**config.mk**
```make
export PLATFORM = sky130hd
export DESIGN_NAME = ps2_led_cmd_flat
export DESIGN_NICKNAME = d
export VERILOG_FILES = /design/src/rtl/ps2_pkg.sv /design/src/rtl/ps2_led_cmd_if.sv /design/src/rtl/ps2_cmd_timer.sv /design/src/rtl/ps2_led_cmd.sv /design/src/flat_wrapper.sv
export SDC_FILE = /design/constraint.sdc
export NUM_CORES = 1
export LEC_CHECK = 0
export ABC_CLOCK_PERIOD_IN_PS = 2300
export CAP_MARGIN = 20
export CORE_ASPECT_RATIO = 0.75
export CORE_UTILIZATION = 50
export DETAILED_ROUTE_END_ITERATION = 10
export PLACE_DENSITY = 0.72
export SLEW_MARGIN = 10
export SYNTH_ARGS = -nofsm -noshare
export SYNTH_HDL_FRONTEND = slang
export SYNTH_SLANG_ARGS = --single-unit
```
**constraint.sdc**
```tcl
create_clock -name clk -period 2.3 [get_ports clk]
set_input_delay 0.575 -clock clk [delete_from_list [all_inputs] [get_ports clk]]
set_output_delay 0.575 -clock clk [all_outputs]
set_load 0.01 [all_outputs]
```
**src/rtl/ps2_pkg.sv**
```systemverilog
// Shared PS/2 host constants, the LED command sequencer state encoding and
// the phase-to-command-byte mapping.
package ps2_pkg;

   localparam int unsigned TIMER_W = 24;
   localparam int unsigned BYTE_W  = 8;

   localparam logic [BYTE_W-1:0] CMD_SET_LED  = 8'hED;
   localparam logic [BYTE_W-1:0] CMD_RESET    = 8'hFF;
   localparam logic [BYTE_W-1:0] RSP_ACK      = 8'hFA;
   localparam logic [BYTE_W-1:0] RSP_RESEND   = 8'hFE;
   localparam logic [BYTE_W-1:0] RSP_BAT_OK   = 8'hAA;
   localparam logic [BYTE_W-1:0] RSP_BAT_FAIL = 8'hFC;

   typedef logic [2:0] state_t;
   localparam state_t ST_IDLE    = 3'd0;
   localparam state_t ST_SEND    = 3'd1;
   localparam state_t ST_TXSTART = 3'd2;
   localparam state_t ST_TXDONE  = 3'd3;
   localparam state_t ST_WAITACK = 3'd4;
   localparam state_t ST_WAITBAT = 3'd5;

   typedef logic [1:0] phase_t;
   localparam phase_t PH_SET   = 2'd0;
   localparam phase_t PH_LEDS  = 2'd1;
   localparam phase_t PH_RESET = 2'd2;

   // Byte put on the wire for a given command phase.
   function automatic logic [BYTE_W-1:0] cmd_byte(input phase_t ph, input logic [2:0] leds);
      case (ph)
         PH_SET:  return CMD_SET_LED;
         PH_LEDS: return {5'b0_0000, leds};
         default: return CMD_RESET;
      endcase
   endfunction

endpackage

```
**src/rtl/ps2_led_cmd_if.sv**
```systemverilog
// Sequencer-side bundle: LED request, receiver byte stream, transmitter
// handshake and status flags.
interface ps2_led_cmd_if;
   import ps2_pkg::*;

   logic [2:0]        leds;
   logic [BYTE_W-1:0] rx_data;
   logic              rx_valid;
   logic              tx_busy;
   logic              tx_wren;
   logic [BYTE_W-1:0] tx_d;
   logic              busy;
   logic              err;

   modport master (
      input  leds, rx_data, rx_valid, tx_busy,
      output tx_wren, tx_d, busy, err
   );

   modport slave (
      output leds, rx_data, rx_valid, tx_busy,
      input  tx_wren, tx_d, busy, err
   );

endinterface

```
**src/rtl/ps2_cmd_timer.sv**
```systemverilog
// Loadable down-counter that parks at zero; zero_c flags an expired wait.
module ps2_cmd_timer
   import ps2_pkg::*;
#(
   parameter int unsigned W = TIMER_W
) (
   input  logic         clk,
   input  logic         reset,
   input  logic         load,
   input  logic [W-1:0] load_val,
   input  logic         dec,
   output logic         zero_c
);

   logic [W-1:0] count;

   always_ff @(posedge clk) begin
      if (reset) begin
         count <= '0;
      end else if (load) begin
         count <= load_val;
      end else if (dec && (count != '0)) begin
         count <= count - W'(1);
      end
   end

   assign zero_c = (count == '0);

endmodule

```
**src/rtl/ps2_led_cmd.sv**
```systemverilog
// PS/2 "Set LEDs" command sequencer: sends 0xED plus the LED byte, handles
// ACK/resend/timeout and reports failure through a sticky err flag.
// Build option PS2_LED_INIT_RESET_EN adds a post-reset 0xFF/self-test pass.
module ps2_led_cmd
   import ps2_pkg::*;
#(
   parameter logic [TIMER_W-1:0] TIMEOUT   = 24'd480000,
   parameter logic [1:0]         MAX_RETRY = 2'd3
`ifdef PS2_LED_INIT_RESET_EN
   ,
   parameter logic [TIMER_W-1:0] BAT_TIMEOUT = 24'd12000000
`endif
) (
   input  logic         clk,
   input  logic         reset,
   ps2_led_cmd_if.master bus
);

`ifdef PS2_LED_INIT_RESET_EN
   localparam state_t RST_STATE = ST_SEND;
   localparam phase_t RST_PHASE = PH_RESET;
   localparam logic   RST_BUSY  = 1'b1;
`else
   localparam state_t RST_STATE = ST_IDLE;
   localparam phase_t RST_PHASE = PH_SET;
   localparam logic   RST_BUSY  = 1'b0;
`endif

   state_t            state_q, state_d;
   phase_t            phase_q, phase_d;
   logic [1:0]        retry_q, retry_d;
   logic [2:0]        snap_q, snap_d;
   logic [2:0]        sent_q, sent_d;
   logic              err_q, err_d;
   logic              tx_wren_q, tx_wren_d;
   logic [BYTE_W-1:0] tx_d_q, tx_d_d;
   logic              busy_q, busy_d;

   logic               tmr_load;
   logic [TIMER_W-1:0] tmr_val;
   logic               tmr_dec;
   logic               tmr_zero_c;
   logic               fail;

   // Timer is loaded one short so expiry lands exactly TIMEOUT cycles after tx_wren.
   ps2_cmd_timer #(.W(TIMER_W)) u_timer (
      .clk      (clk),
      .reset    (reset),
      .load     (tmr_load),
      .load_val (tmr_val),
      .dec      (tmr_dec),
      .zero_c   (tmr_zero_c)
   );

   always_ff @(posedge clk) begin
      if (reset) begin
         state_q   <= RST_STATE;
         phase_q   <= RST_PHASE;
         retry_q   <= 2'd0;
         snap_q    <= 3'd0;
         sent_q    <= 3'd0;
         err_q     <= 1'b0;
         tx_wren_q <= 1'b0;
         tx_d_q    <= 8'h00;
         busy_q    <= RST_BUSY;
      end else begin
         state_q   <= state_d;
         phase_q   <= phase_d;
         retry_q   <= retry_d;
         snap_q    <= snap_d;
         sent_q    <= sent_d;
         err_q     <= err_d;
         tx_wren_q <= tx_wren_d;
         tx_d_q    <= tx_d_d;
         busy_q    <= busy_d;
      end
   end

   always_comb begin
      state_d   = state_q;
      phase_d   = phase_q;
      retry_d   = retry_q;
      snap_d    = snap_q;
      sent_d    = sent_q;
      err_d     = err_q;
      tx_wren_d = 1'b0;
      tx_d_d    = tx_d_q;
      tmr_load  = 1'b0;
      tmr_val   = TIMEOUT - TIMER_W'(1);
      tmr_dec   = 1'b0;
      fail      = 1'b0;

      case (state_q)
         ST_IDLE: begin
            if (!bus.tx_busy && (bus.leds != sent_q)) begin
               snap_d  = bus.leds;
               phase_d = PH_SET;
               retry_d = 2'd0;
               state_d = ST_SEND;
            end
         end

         ST_SEND: begin
            tx_wren_d = 1'b1;
            tx_d_d    = cmd_byte(phase_q, snap_q);
            tmr_load  = 1'b1;
            state_d   = ST_TXSTART;
         end

         ST_TXSTART: begin
            tmr_dec = 1'b1;
            if (tmr_zero_c) begin
               fail = 1'b1;
            end else if (bus.tx_busy) begin
               state_d = ST_TXDONE;
            end
         end

         ST_TXDONE: begin
            tmr_dec = 1'b1;
            if (tmr_zero_c) begin
               fail = 1'b1;
            end else if (!bus.tx_busy) begin
               state_d = ST_WAITACK;
            end
         end

         // A received byte takes priority over a simultaneous expiry.
         ST_WAITACK: begin
            tmr_dec = 1'b1;
            if (bus.rx_valid) begin
               if (bus.rx_data == RSP_ACK) begin
                  if (phase_q == PH_SET) begin
                     phase_d = PH_LEDS;
                     retry_d = 2'd0;
                     state_d = ST_SEND;
                  end else if (phase_q == PH_LEDS) begin
                     sent_d  = snap_q;
                     err_d   = 1'b0;
                     state_d = ST_IDLE;
                  end
`ifdef PS2_LED_INIT_RESET_EN
                  else begin
                     tmr_load = 1'b1;
                     tmr_val  = BAT_TIMEOUT - TIMER_W'(1);
                     state_d  = ST_WAITBAT;
                  end
`endif
               end else if (bus.rx_data == RSP_RESEND) begin
                  if (retry_q < MAX_RETRY) begin
                     retry_d = retry_q + 2'd1;
                     state_d = ST_SEND;
                  end else begin
                     fail = 1'b1;
                  end
               end
            end else if (tmr_zero_c) begin
               fail = 1'b1;
            end
         end

`ifdef PS2_LED_INIT_RESET_EN
         ST_WAITBAT: begin
            tmr_dec = 1'b1;
            if (bus.rx_valid) begin
               if (bus.rx_data == RSP_BAT_OK) begin
                  err_d   = 1'b0;
                  state_d = ST_IDLE;
               end else if (bus.rx_data == RSP_BAT_FAIL) begin
                  fail = 1'b1;
               end
            end else if (tmr_zero_c) begin
               fail = 1'b1;
            end
         end
`endif

         default: state_d = ST_IDLE;
      endcase

      // Failure records the requested value as sent so it is not retried forever.
      if (fail) begin
         err_d   = 1'b1;
         sent_d  = snap_q;
         state_d = ST_IDLE;
      end

      busy_d = (state_d != ST_IDLE);
   end

   assign bus.tx_wren = tx_wren_q;
   assign bus.tx_d    = tx_d_q;
   assign bus.busy    = busy_q;
   assign bus.err     = err_q;

endmodule

```
**src/flat_wrapper.sv**
```systemverilog
// flat-port wrapper written by rule: the top's interface ports become plain ports
module ps2_led_cmd_flat import ps2_pkg::*;
#(
   parameter logic [TIMER_W-1:0] TIMEOUT   = 24'd480000,
   parameter logic [1:0]         MAX_RETRY = 2'd3

)
  (clk, reset, bus_leds, bus_rx_data, bus_rx_valid, bus_tx_busy, bus_tx_wren, bus_tx_d, bus_busy, bus_err);
  ps2_led_cmd_if bus_i ();
  input  logic clk;
  input  logic reset;
  input wire logic [$bits(bus_i.leds)-1:0] bus_leds;
  input wire logic [$bits(bus_i.rx_data)-1:0] bus_rx_data;
  input wire logic [$bits(bus_i.rx_valid)-1:0] bus_rx_valid;
  input wire logic [$bits(bus_i.tx_busy)-1:0] bus_tx_busy;
  output wire logic [$bits(bus_i.tx_wren)-1:0] bus_tx_wren;
  output wire logic [$bits(bus_i.tx_d)-1:0] bus_tx_d;
  output wire logic [$bits(bus_i.busy)-1:0] bus_busy;
  output wire logic [$bits(bus_i.err)-1:0] bus_err;
  assign bus_i.leds = bus_leds;
  assign bus_i.rx_data = bus_rx_data;
  assign bus_i.rx_valid = bus_rx_valid;
  assign bus_i.tx_busy = bus_tx_busy;
  assign bus_tx_wren = bus_i.tx_wren;
  assign bus_tx_d = bus_i.tx_d;
  assign bus_busy = bus_i.busy;
  assign bus_err = bus_i.err;
  ps2_led_cmd #(.TIMEOUT(TIMEOUT), .MAX_RETRY(MAX_RETRY)) u_core (.clk(clk), .reset(reset), .bus(bus_i));
endmodule
```
==> reports/qor.yml, run 1 <==
seq_power_share: 0.362
fmaxAchievable_mhz: 457
cts_root_buf: "clkbuf_8"
grt_usage: 0.259
synth_edf_count: 0
cts_buffer_depth: 2
netlist_area_um2: 2260
numPlacedInstances: 358
switching_share: 0.374
syn_avg_cell_area_um2: 8.42
cp.arrival_ns: 2.38
grt_busiest_layer: "met1"
max-cap-violations: 0
startpoint_type: "flip-flop"
h-tree-depth: 2
power.internal_mw: 1.62
syn_to_final_growth_pct: 24.0
num-fill-cells: 334
overflow: 0
wl_mm: 5.70
critPathKind: "reg2reg"
hold_viol: 0
antenna_left: 0
leakage_nw: 1.05
vias_per_cell: 6.02
grt_use_met2: 0.352
fin_nets: 328
syn_inst: 268
cts_tree: "yes"
synthDistinctLibCells: 47
synth-async-reset-ratio: 0
yosys_warnings: 0
slew_headroom: 0.594
post-dp-hpwl_mm: 4.13
power.switching_uw: 969
pre_cts_slack_ns: -0.0550
seqCellArea_um2: 861
worst_slack_ns: 0.110
use_met1: 0.402
antenna_cells: 0
ys_seq_area_frac: 0.382
power_density_nw_per_um2: 925
initial_core_util: 0.540
drt_iter0_drc: 178
detail_route.wl_per_cell_um: 15.6
status: "finished, final reports clean"
die_h_um: 60.2
postCtsSetupRepairBufs: 0
grt_max_degree: 26
die-area_um2: 4790
io_buffers: 24
skew_ns: 0.00526
power_frac_comb: 0.405
via_count: 2204
finalCritPeriodShare: 0.952
clock_sinks: 43
place.gp.congestion: 0.891
path_clk_slew_ns: 0.08
tightest_slew_ns: 0.607
ys_ff_latch: 43
worst_hold_path_type: "reg2reg"
multi_input_comb_area_um2: 1280
fp-row-count: 20
ir_drop_mv: 0.593
final_cells: 366
grt_pass1_wl_mm: 9.42
path_max_fanout: 3
synthFlopType: "dfxtp_1"
drc: 0
setup_viol: 0
cts_buffers: 5
drv_slew: 0
grt_pass1_vias: 1908
p_total_mw: 2.59
drive_above_1_share: 0.119
antenna_found_initial: 0
clk_latency_ns: 0.30
period_needed_ns: 2.19
die_w_um: 79.6
rsz0062_at_grt: "no"
end_kind: "flip-flop"
core-area_um2: 4180
io_pins: 26
grt_util_met3: 0.0473
syn_nets: 286
power.share.clock: 0.233
crit_required_ns: 2.49
first_pass_iters: 5
[per-layer routing]
metal / up-vias / wire length [um]
li1: 1081 / -
met1: 1030 / 2950
met2: 86 / 2260
met3: 7 / 431
met4: 0 / 53
met5: - / 0
[kinds of logic (layout without fill, tap and decap cells)]
logic type	Yosys count	after routing	share of synthesized area
AOI/OAI and AO/OA	72	72	0.220
xor gates and xnor gates	14	14	0.0544
adders and majority gates	3	3	0.0166
other	1	1	0.00166
and+or+nand+nor	106	106	0.262
buffers and inverters	26	69	0.0505
muxes	3	3	0.0133
DFF	43	43	0.382
[power by group through the flow]
stage / Clock, mW / Sequential [mW] / Combinational [mW]
2_1_floorplan: 0 / 0.949 / 0.636
3_3_place_gp: 0 / 0.945 / 1.01
3_5_place_dp: 0 / 0.951 / 1.02
4_1_cts: 0.611 / 0.934 / 1.03
5_1_grt: 0.634 / 0.952 / 1.16
6_report: 0.602 / 0.937 / 1.05
[synth_stat cells, types with 4 or more instances]
cell       number  area (um2)
dfxtp_1        43         861
nor2_1         24        90.1
a21oi_1        23         115
nor3_1         14        70.1
nand2_1        13        48.8
inv_1          12        45.0
clkbuf_1        9        33.8
xor2_1          9        78.8
or3_1           7        43.8
nor4_1          6        37.5
o21ai_0         6        30.0
a2111oi_0       5        43.8
a311oi_1        5        43.8
nand3_1         5        25.0
o31ai_1         5        37.5
or4_1           5        37.5
xnor2_1         5        43.8
a31oi_1         4        25.0
and4_1          4        35.0
buf_4           4        30.0
nand4_1         4        25.0
nand4b_1        4        35.0
o211ai_1        4        30.0
o21ai_1         4        20.0
[through the flow]
step / hold WS [ns] / util / setup TNS, ns / instance area, um2
3_5_place_dp: 0.443 / 0.642 / -0.0974 / 2680
6_report: 0.462 / 0.669 / 0 / 2800
4_1_cts: 0.465 / 0.669 / 0 / 2800
2_1_floorplan: 0.427 / - / 0 / 2260
5_1_grt: 0.475 / 0.669 / 0 / 2800
3_3_place_gp: 0.438 / 0.642 / 0 / 2680
[flip-flops by register name, summed over array words and instances (netlist names), 2 cells and up]
name / cells
u_core.sent_q: 3
u_core.snap_q: 3
u_core.retry_q: 2
u_core.bus.tx_d: 4
u_core.state_q: 3
u_core.u_timer.count: 24
[cell type report]
| class | count | area share |
|---|---|---|
| flip-flops and latches | 43 | 0.308 |
| clock inverters | 3 | 0.0157 |
| multi-input cells | 199 | 0.458 |
| clock buffers | 5 | 0.0246 |
| inverters | 12 | 0.0161 |
| well taps | 55 | 0.0246 |
| repair buffers | 49 | 0.153 |
[timing repair]
item / 4_1_cts / 5_1_grt
hold endpoints to repair: 0 / 0
setup endpoints to repair: 0 / 1
hold buffers: 0 / 0
gates resized for setup: 0 / 1
[layout by cell type, fill, tap and decap left out, types with 3 or more instances in the layout]
cell	n
nor2b_1	3
buf_4	25
dfxtp_1	43
a21o_1	3
a21oi_1	23
inv_1	12
nor2_1	24
mux2i_1	3
nand3_1	5
nand2_1	13
nand4_1	4
or3_1	7
clkdlybuf4s50_1	24
a31oi_1	4
and2_1	3
o21ai_0	6
ha_1	3
nand4b_1	4
nor4_1	6
or4_1	5
and4b_1	3
a311oi_1	5
nor3_1	14
xnor2_1	5
o21ai_1	4
o31ai_1	5
and4_1	4
xor2_1	9
clkbuf_8	5
o211ai_1	4
a2111oi_0	4
[worst paths after layout]
kind	startpoint	endpoint	slack [ns]	cells after the start
setup / recovery	u_core.u_timer.count[0]	u_core.u_timer.count[6]	0.11	8
hold / removal	u_core.bus.tx_d[1]	u_core.bus.tx_d[1]	0.46	2
setup reg to reg	u_core.u_timer.count[0]	u_core.u_timer.count[6]	0.11	8
hold reg to reg	u_core.bus.tx_d[1]	u_core.bus.tx_d[1]	0.46	2
[critical path, cell delays in order (launching register included)]
cell and delay, ns:
dfxtp_1 0.33, inv_1 0.08, ha_1 0.23, nor2b_1 0.16
and4_1 0.25, a2111oi_1 0.63, buf_4 0.21, xnor2_1 0.11
a21oi_1 0.08
Note: power is estimated with default switching activity, not from simulation.
==> run 2: changes to the inputs <==
Settings changed: SETUP_SLACK_MARGIN set to 0.4.
==> run 2 against run 1 <==
Net effect:
- sequential power increased by 4.5%
- worst setup slack better by 0.048 ns
- final cell count grew 5.5%
- largest cell class unchanged
- final area rose by 18%
- global-route usage grew 2.7 points
- core utilization is 12 points higher
- first-iteration DRC count up 53%
- critical endpoint unchanged
- flip-flop and latch count unchanged
- die area did not move
- clock power increased by 1%
==> reports/qor.yml, run 2 (synthesis gave the netlist of run 1 again) <==
cts_tree: "yes"  # unchanged
vias_per_cell: 6.34  # was 6.02
overflow: 0  # unchanged
power.internal_mw: 1.93  # was 1.62 mW
post-dp-hpwl_mm: 4.08  # was 4.13 mm
largest_reg_flops: 24  # unchanged
via_count: 2449  # was 2204
setup_viol: 0  # unchanged
power.share.clock: 0.189  # was 0.233
grt_usage: 0.286  # was 0.259
slew_headroom: 0.653  # was 0.594
wl_met2_mm: 3.30  # was 2.26 mm
top_register: "u_core.u_timer.count"  # unchanged
io_pins: 26  # unchanged
die_w_um: 79.6  # unchanged
cts_buffers: 5  # unchanged
grt_pass1_wl_mm: 10.4  # was 9.42 mm
max-cap-violations: 0  # unchanged
holdWs_ns: 0.461  # was 0.462 ns
power_density_nw_per_um2: 977  # was 925 nW/um2
h-tree-depth: 2  # unchanged
switching_share: 0.400  # was 0.374
startpoint_type: "flip-flop"  # unchanged
place.gp.congestion: 0.884  # was 0.891
finalCritPeriodShare: 0.931  # was 0.952
wl_mm: 7.25  # was 5.70 mm
worst_hold_path_type: "reg2reg"  # unchanged
first_pass_iters: 5  # unchanged
antenna_found_initial: 0  # unchanged
worst_slack_ns: 0.158  # was 0.110 ns
path_max_fanout: 7  # was 3
antenna_cells: 0  # unchanged
path_cells: "buf_4, nor3b_1, o21ai_1, a2111oi_0, buf_4, xnor2_1, a21oi_1"  # was inv_1, ha_1, nor2b_1, and4_1, a2111oi_1, buf_4, xnor2_1, a21oi_1
fmaxAchievable_mhz: 467  # was 457 MHz
rsz0062_at_grt: "yes"  # was no
status: "finished, final reports clean"  # unchanged
drc: 0  # unchanged
seq_power_share: 0.304  # was 0.362
crit_required_ns: 2.49  # about the same
tns_ns: 0  # unchanged
cp.arrival_ns: 2.33  # was 2.38 ns
initial_core_util: 0.540  # unchanged
core-area_um2: 4180  # unchanged
place_area_um2: 2670  # was 2680 um2
final_common_cell: "buf_4"  # was dfxtp_1
path_clk_slew_ns: 0.09  # was 0.08 ns
tightest_slew_ns: 0.507  # was 0.607 ns
slowest_delay_ns: 0.54  # was 0.63 ns
leakage_nw: 1.28  # was 1.05 nW
power_frac_comb: 0.507  # was 0.405
die_h_um: 60.2  # unchanged
cp_top_family: "compound AO/OA/AOI/OAI gates"  # unchanged
highest_layer: "met4"  # unchanged
fin_nets: 348  # was 328
cpMostUsedCell: "buf_4"
end_kind: "flip-flop"  # unchanged
grt_max_degree: 18  # was 26
clock_sinks: 43  # unchanged
drv_slew: 0  # unchanged
cts_buffer_depth: 2  # unchanged
ir_drop_mv: 0.626  # was 0.593 mV
io_buffers: 24  # unchanged
num-fill-cells: 251  # was 334
syn_to_final_growth_pct: 46.3  # was 24.0%
fin_util: 0.790  # was 0.669
fp-row-count: 20  # unchanged
cts_root_buf: "clkbuf_8"  # unchanged
drt_iter0_drc: 272  # was 178
detail_route.wl_per_cell_um: 18.8  # was 15.6 um
skew_ns: 0.0108  # was 0.00526 ns
grt_pass1_vias: 2122  # was 1908
clk_latency_ns: 0.31  # was 0.30 ns
critPathKind: "reg2reg"  # unchanged
cts_hold_buffers: 0  # unchanged
wl_met1_mm: 3.23  # was 2.95 mm
critical_path_buf_inv_count: 2  # unchanged
crit_path_top_delay_cell: "a2111oi_0"  # was a2111oi_1
hold_viol: 0  # unchanged
drive_above_1_share: 0.320  # was 0.119
fin_area_um2: 3300  # was 2800 um2
wl_met3_um: 542  # was 431 um
die-area_um2: 4790  # unchanged
period_needed_ns: 2.14  # was 2.19 ns
pre_cts_slack_ns: -0.0289  # was -0.0550 ns
power.switching_mw: 1.29  # was 969 uW
antenna_left: 0  # unchanged
mostFrequentLayoutCells: "42 x buf_4, 35 x dfxtp_1, 23 x nor2_1, 23 x a21oi_1, 16 x clkdlybuf4s50_1"  # was 43 x dfxtp_1, 25 x buf_4, 24 x nor2_1, 24 x clkdlybuf4s50_1, 23 x a21oi_1
-- run 2: final timing paths --
| check | start | to | slack (ns) | cells past startpoint |
|---|---|---|---|---|
| setup / recovery | u_core.state_q[1] | u_core.u_timer.count[6] | 0.16 | 7 |
| hold / removal | u_core.snap_q[0] | u_core.sent_q[0] | 0.46 | 1 |
| setup reg to reg | u_core.state_q[1] | u_core.u_timer.count[6] | 0.16 | 7 |
| hold reg to reg | u_core.snap_q[0] | u_core.sent_q[0] | 0.46 | 1 |
-- run 2: what timing repair did --
item,4_1_cts,5_1_grt
pin swaps,15,27
endpoints found under the setup margin,29,34
gates resized for setup,31,57
cloned,1,0
buffers inserted,10,12
-- run 2: layout make-up --
cell class                 count  area, um2  area share
sequential                    43        881       0.267
tap                           55       68.8      0.0208
multi-input combinational    199       1590       0.481
inverter                      12       47.5      0.0144
clock inverter                 3       43.8      0.0133
clock buffer                   5       68.8      0.0208
timing repair buffer          69        602       0.182
-- run 2: power groups by stage --
| stage | logic [mW] | clock network [mW] | registers (mW) |
|---|---|---|---|
| 4_1_cts | 1.18 | 0.605 | 0.954 |
| 3_3_place_gp | 0.987 | 0 | 0.951 |
| 6_report | 1.63 | 0.611 | 0.979 |
| 2_1_floorplan | 0.647 | 0 | 0.951 |
| 5_1_grt | 1.72 | 0.637 | 0.994 |
| 3_5_place_dp | 0.986 | 0 | 0.956 |
-- run 2: routing by layer --
layer	vias up	track usage
li1	1125	-
met1	1180	0.409
met2	120	0.427
met3	24	0.0626
met4	0	0.0883
met5	-	0
-- run 2: per-stage QoR --
stage	power [mW]	std cells
floorplan	1.60	268
global placement	1.94	355
detailed placement	1.94	355
CTS	2.74	374
global route	3.35	386
finish	3.22	386
==> run 3: changes to the inputs <==
Settings changed: ABC_CLOCK_PERIOD_IN_PS 2300 to 1900, PLACE_DENSITY 0.72 to 0.75.
Clock period 2.3 ns to 1.9 ns, I/O delays scaled along.
==> run 3 against run 2 <==
Net effect:
- the flow now finishes with violations (negative setup slack)
- die area unchanged
- worst setup slack worse by 0.41 ns
- clock power up 13%
- critical path depth down 2
- total power up 44%
- core utilization up 12 points
- non-clock buffer count up 36
- combinational power up 71%
- maximum frequency down 0.26%
- register-to-register slack worse by 0.41 ns
- routed wire length up 46%
- flip-flop and latch count unchanged
- largest cell class unchanged
==> reports/qor.yml, run 3 (synthesis gave the netlist of run 1 again) <==
leakage_nw: 1.51  # was 1.28 nW
core-area_um2: 4180  # unchanged
drive_above_1_share: 0.463  # was 0.320
antenna_cells: 0  # unchanged
ir_drop_mv: 0.792  # was 0.626 mV
die-area_um2: 4790  # unchanged
place.gp.congestion: 0.896  # was 0.884
worst_slack_ns: -0.247  # was 0.158 ns
reg2reg_depth: 5  # was 7
end_kind: "flip-flop"  # unchanged
cp-endpoint: "u_core.u_timer.count[21]"  # was u_core.u_timer.count[6]
largest_reg_flops: 24  # unchanged
h-tree-depth: 2  # unchanged
holdWs_ns: 0.473  # was 0.461 ns
grt_usage: 0.366  # was 0.286
die_h_um: 60.2  # unchanged
drv_slew: 0  # unchanged
crit_required_ns: 2.15  # was 2.49 ns
path_clk_slew_ns: 0.09  # about the same
overflow: 0  # unchanged
die_w_um: 79.6  # unchanged
syn_to_final_growth_pct: 68.1  # was 46.3%
skew_ns: 0.00485  # was 0.0108 ns
fin_area_um2: 3790  # was 3300 um2
crit_cells: 5  # was 7
io_buffers: 24  # unchanged
place_area_um2: 3080  # was 2670 um2
startpoint_type: "flip-flop"  # unchanged
grt_pass1_wl_mm: 13.0  # was 10.4 mm
cts_buffers: 5  # unchanged
violations: "negative setup slack"
cts_buffer_depth: 2  # unchanged
via_count: 2974  # was 2449
slowest_delay_ns: 0.47  # was 0.54 ns
drt_iter0_drc: 397  # was 272
r2r-start: "u_core.state_q[2]"  # was u_core.state_q[1]
cts_tree: "yes"  # unchanged
path_cells: "or3b_4, a2111oi_4, o211ai_1, or4_1, a21oi_1"  # was buf_4, nor3b_1, o21ai_1, a2111oi_0, buf_4, xnor2_1, a21oi_1
status: "finished with violations"  # was finished, final reports clean
rsz0062_at_grt: "yes"  # unchanged
critPathKind: "reg2reg"  # unchanged
cp-startpoint: "u_core.state_q[2]"  # was u_core.state_q[1]
path_max_fanout: 4  # was 7
setup_viol: 22  # was 0
critical_path_buf_inv_count: 0  # was 2
r2r_end: "u_core.u_timer.count[21]"  # was u_core.u_timer.count[6]
first_pass_iters: 6  # was 5
grt_max_degree: 18  # unchanged
num-fill-cells: 155  # was 251
cp_top_family: "simple AND/OR/NAND/NOR gates"  # was compound AO/OA/AOI/OAI gates
final_common_cell: "buf_4"  # unchanged
top_register: "u_core.u_timer.count"  # unchanged
period_needed_ns: 2.15  # was 2.14 ns
io_pins: 26  # unchanged
antenna_found_initial: 0  # unchanged
wl_mm: 10.6  # was 7.25 mm
clk_latency_ns: 0.31  # about the same
clock_sinks: 43  # unchanged
post-dp-hpwl_mm: 4.95  # was 4.08 mm
cts_root_buf: "clkbuf_8"  # unchanged
power_density_nw_per_um2: 1230  # was 977 nW/um2
cts_hold_buffers: 0  # unchanged
mostFrequentLayoutCells: "62 x buf_4, 30 x dfxtp_1, 20 x nor2_1"  # was 42 x buf_4, 35 x dfxtp_1, 23 x nor2_1, 23 x a21oi_1, 16 x clkdlybuf4s50_1
max-cap-violations: 0  # unchanged
grt_pass1_vias: 2611  # was 2122
fp-row-count: 20  # unchanged
antenna_left: 0  # unchanged
worst_hold_path_type: "reg2reg"  # unchanged
crit_path_top_delay_cell: "or4_1"  # was a2111oi_0
hold_viol: 0  # unchanged
cp.arrival_ns: 2.40  # was 2.33 ns
fin_nets: 384  # was 348
detail_route.wl_per_cell_um: 25.1  # was 18.8 um
finalCritPeriodShare: 1.13  # was 0.931
initial_core_util: 0.540  # unchanged
vias_per_cell: 7.05  # was 6.34
fmaxAchievable_mhz: 466  # was 467 MHz
drc: 0  # unchanged
r2r_slack_ns: -0.25  # was 0.16 ns
## run 3: changes by cell type in the layout (fill, tap and decap cells not counted), moves of 3 or more
cell,previous run,this run
a2111oi_4,1,4
dfxtp_1,35,30
dlymetal6s2s_1,6,0
buf_6,3,17
dfxtp_2,4,9
dlygate4sd2_1,2,18
nor4_1,3,0
a21oi_2,0,6
buf_4,42,62
a21oi_1,23,17
clkdlybuf4s50_1,16,6
nor2_1,23,20
## run 3: timing repair
action | 4_1_cts | 5_1_grt
buffers inserted | 18 | 10
pin swaps | 39 | 32
resized for setup | 68 | 39
setup endpoints to repair | 48 | 43
## run 3: layer usage
metal / vias to the layer above / global-route usage / wire (um)
met1: 1394 / 0.469 / 4030
li1: 1197 / - / -
met3: 94 / 0.0947 / 1180
met5: - / 0 / 0
met2: 289 / 0.576 / 4610
met4: 0 / 0.174 / 759
## run 3: worst min-delay path: cells and delay by family (launching register included)
| kind | cells | cell delay (ns) |
|---|---|---|
| AOI/OAI and AO/OA | 1 | 0.06 |
| DFF | 1 | 0.32 |
| and+or+nand+nor | 1 | 0.05 |
## run 3: cell type report
| type | count | area (um2) | area share |
|---|---|---|---|
| Clock buffer | 6 | 93.8 | 0.0247 |
| Clock inverter | 2 | 13.8 | 0.00363 |
| Sequential cell | 43 | 887 | 0.234 |
| Inverter | 12 | 47.5 | 0.0125 |
| Timing Repair Buffer | 105 | 915 | 0.241 |
| Tap cell | 55 | 68.8 | 0.0181 |
| Multi-Input combinational cell | 199 | 1770 | 0.466 |
## run 3: worst min path at each step
stage | cells after the start | from | end | slack [ns]
2_1_floorplan | 1 | u_core.snap_q[0] | u_core.sent_q[0] | 0.43
3_3_place_gp | 1 | u_core.snap_q[0] | u_core.sent_q[0] | 0.44
3_5_place_dp | 1 | u_core.snap_q[2] | u_core.sent_q[2] | 0.44
4_1_cts | 1 | u_core.snap_q[2] | u_core.sent_q[2] | 0.46
5_1_grt | 2 | u_core.bus.tx_d[1] | u_core.bus.tx_d[1] | 0.50
6_report | 2 | u_core.bus.tx_d[1] | u_core.bus.tx_d[1] | 0.47
## run 3: metrics by stage
step,worst slack [ns],TNS (ns),power (mW),util,cells
after floorplan,-0.147,-0.499,2.23,-,268
after global placement,-0.232,-2.56,2.86,0.737,386
after detailed placement,-0.303,-3.23,2.92,0.737,386
after CTS,-0.0509,-0.125,4.09,0.846,412
after global routing,-0.367,-3.73,4.78,0.907,422
final,-0.247,-2.75,4.66,0.907,422
## run 3: power by group
group          leakage (nW)  total, mW  internal (mW)  switching (mW)
Combinational          1.10       2.78           1.32            1.46
Sequential            0.357       1.18           1.04           0.143
Clock                0.0563      0.692          0.339           0.353
Total                  1.51       4.66           2.70            1.96
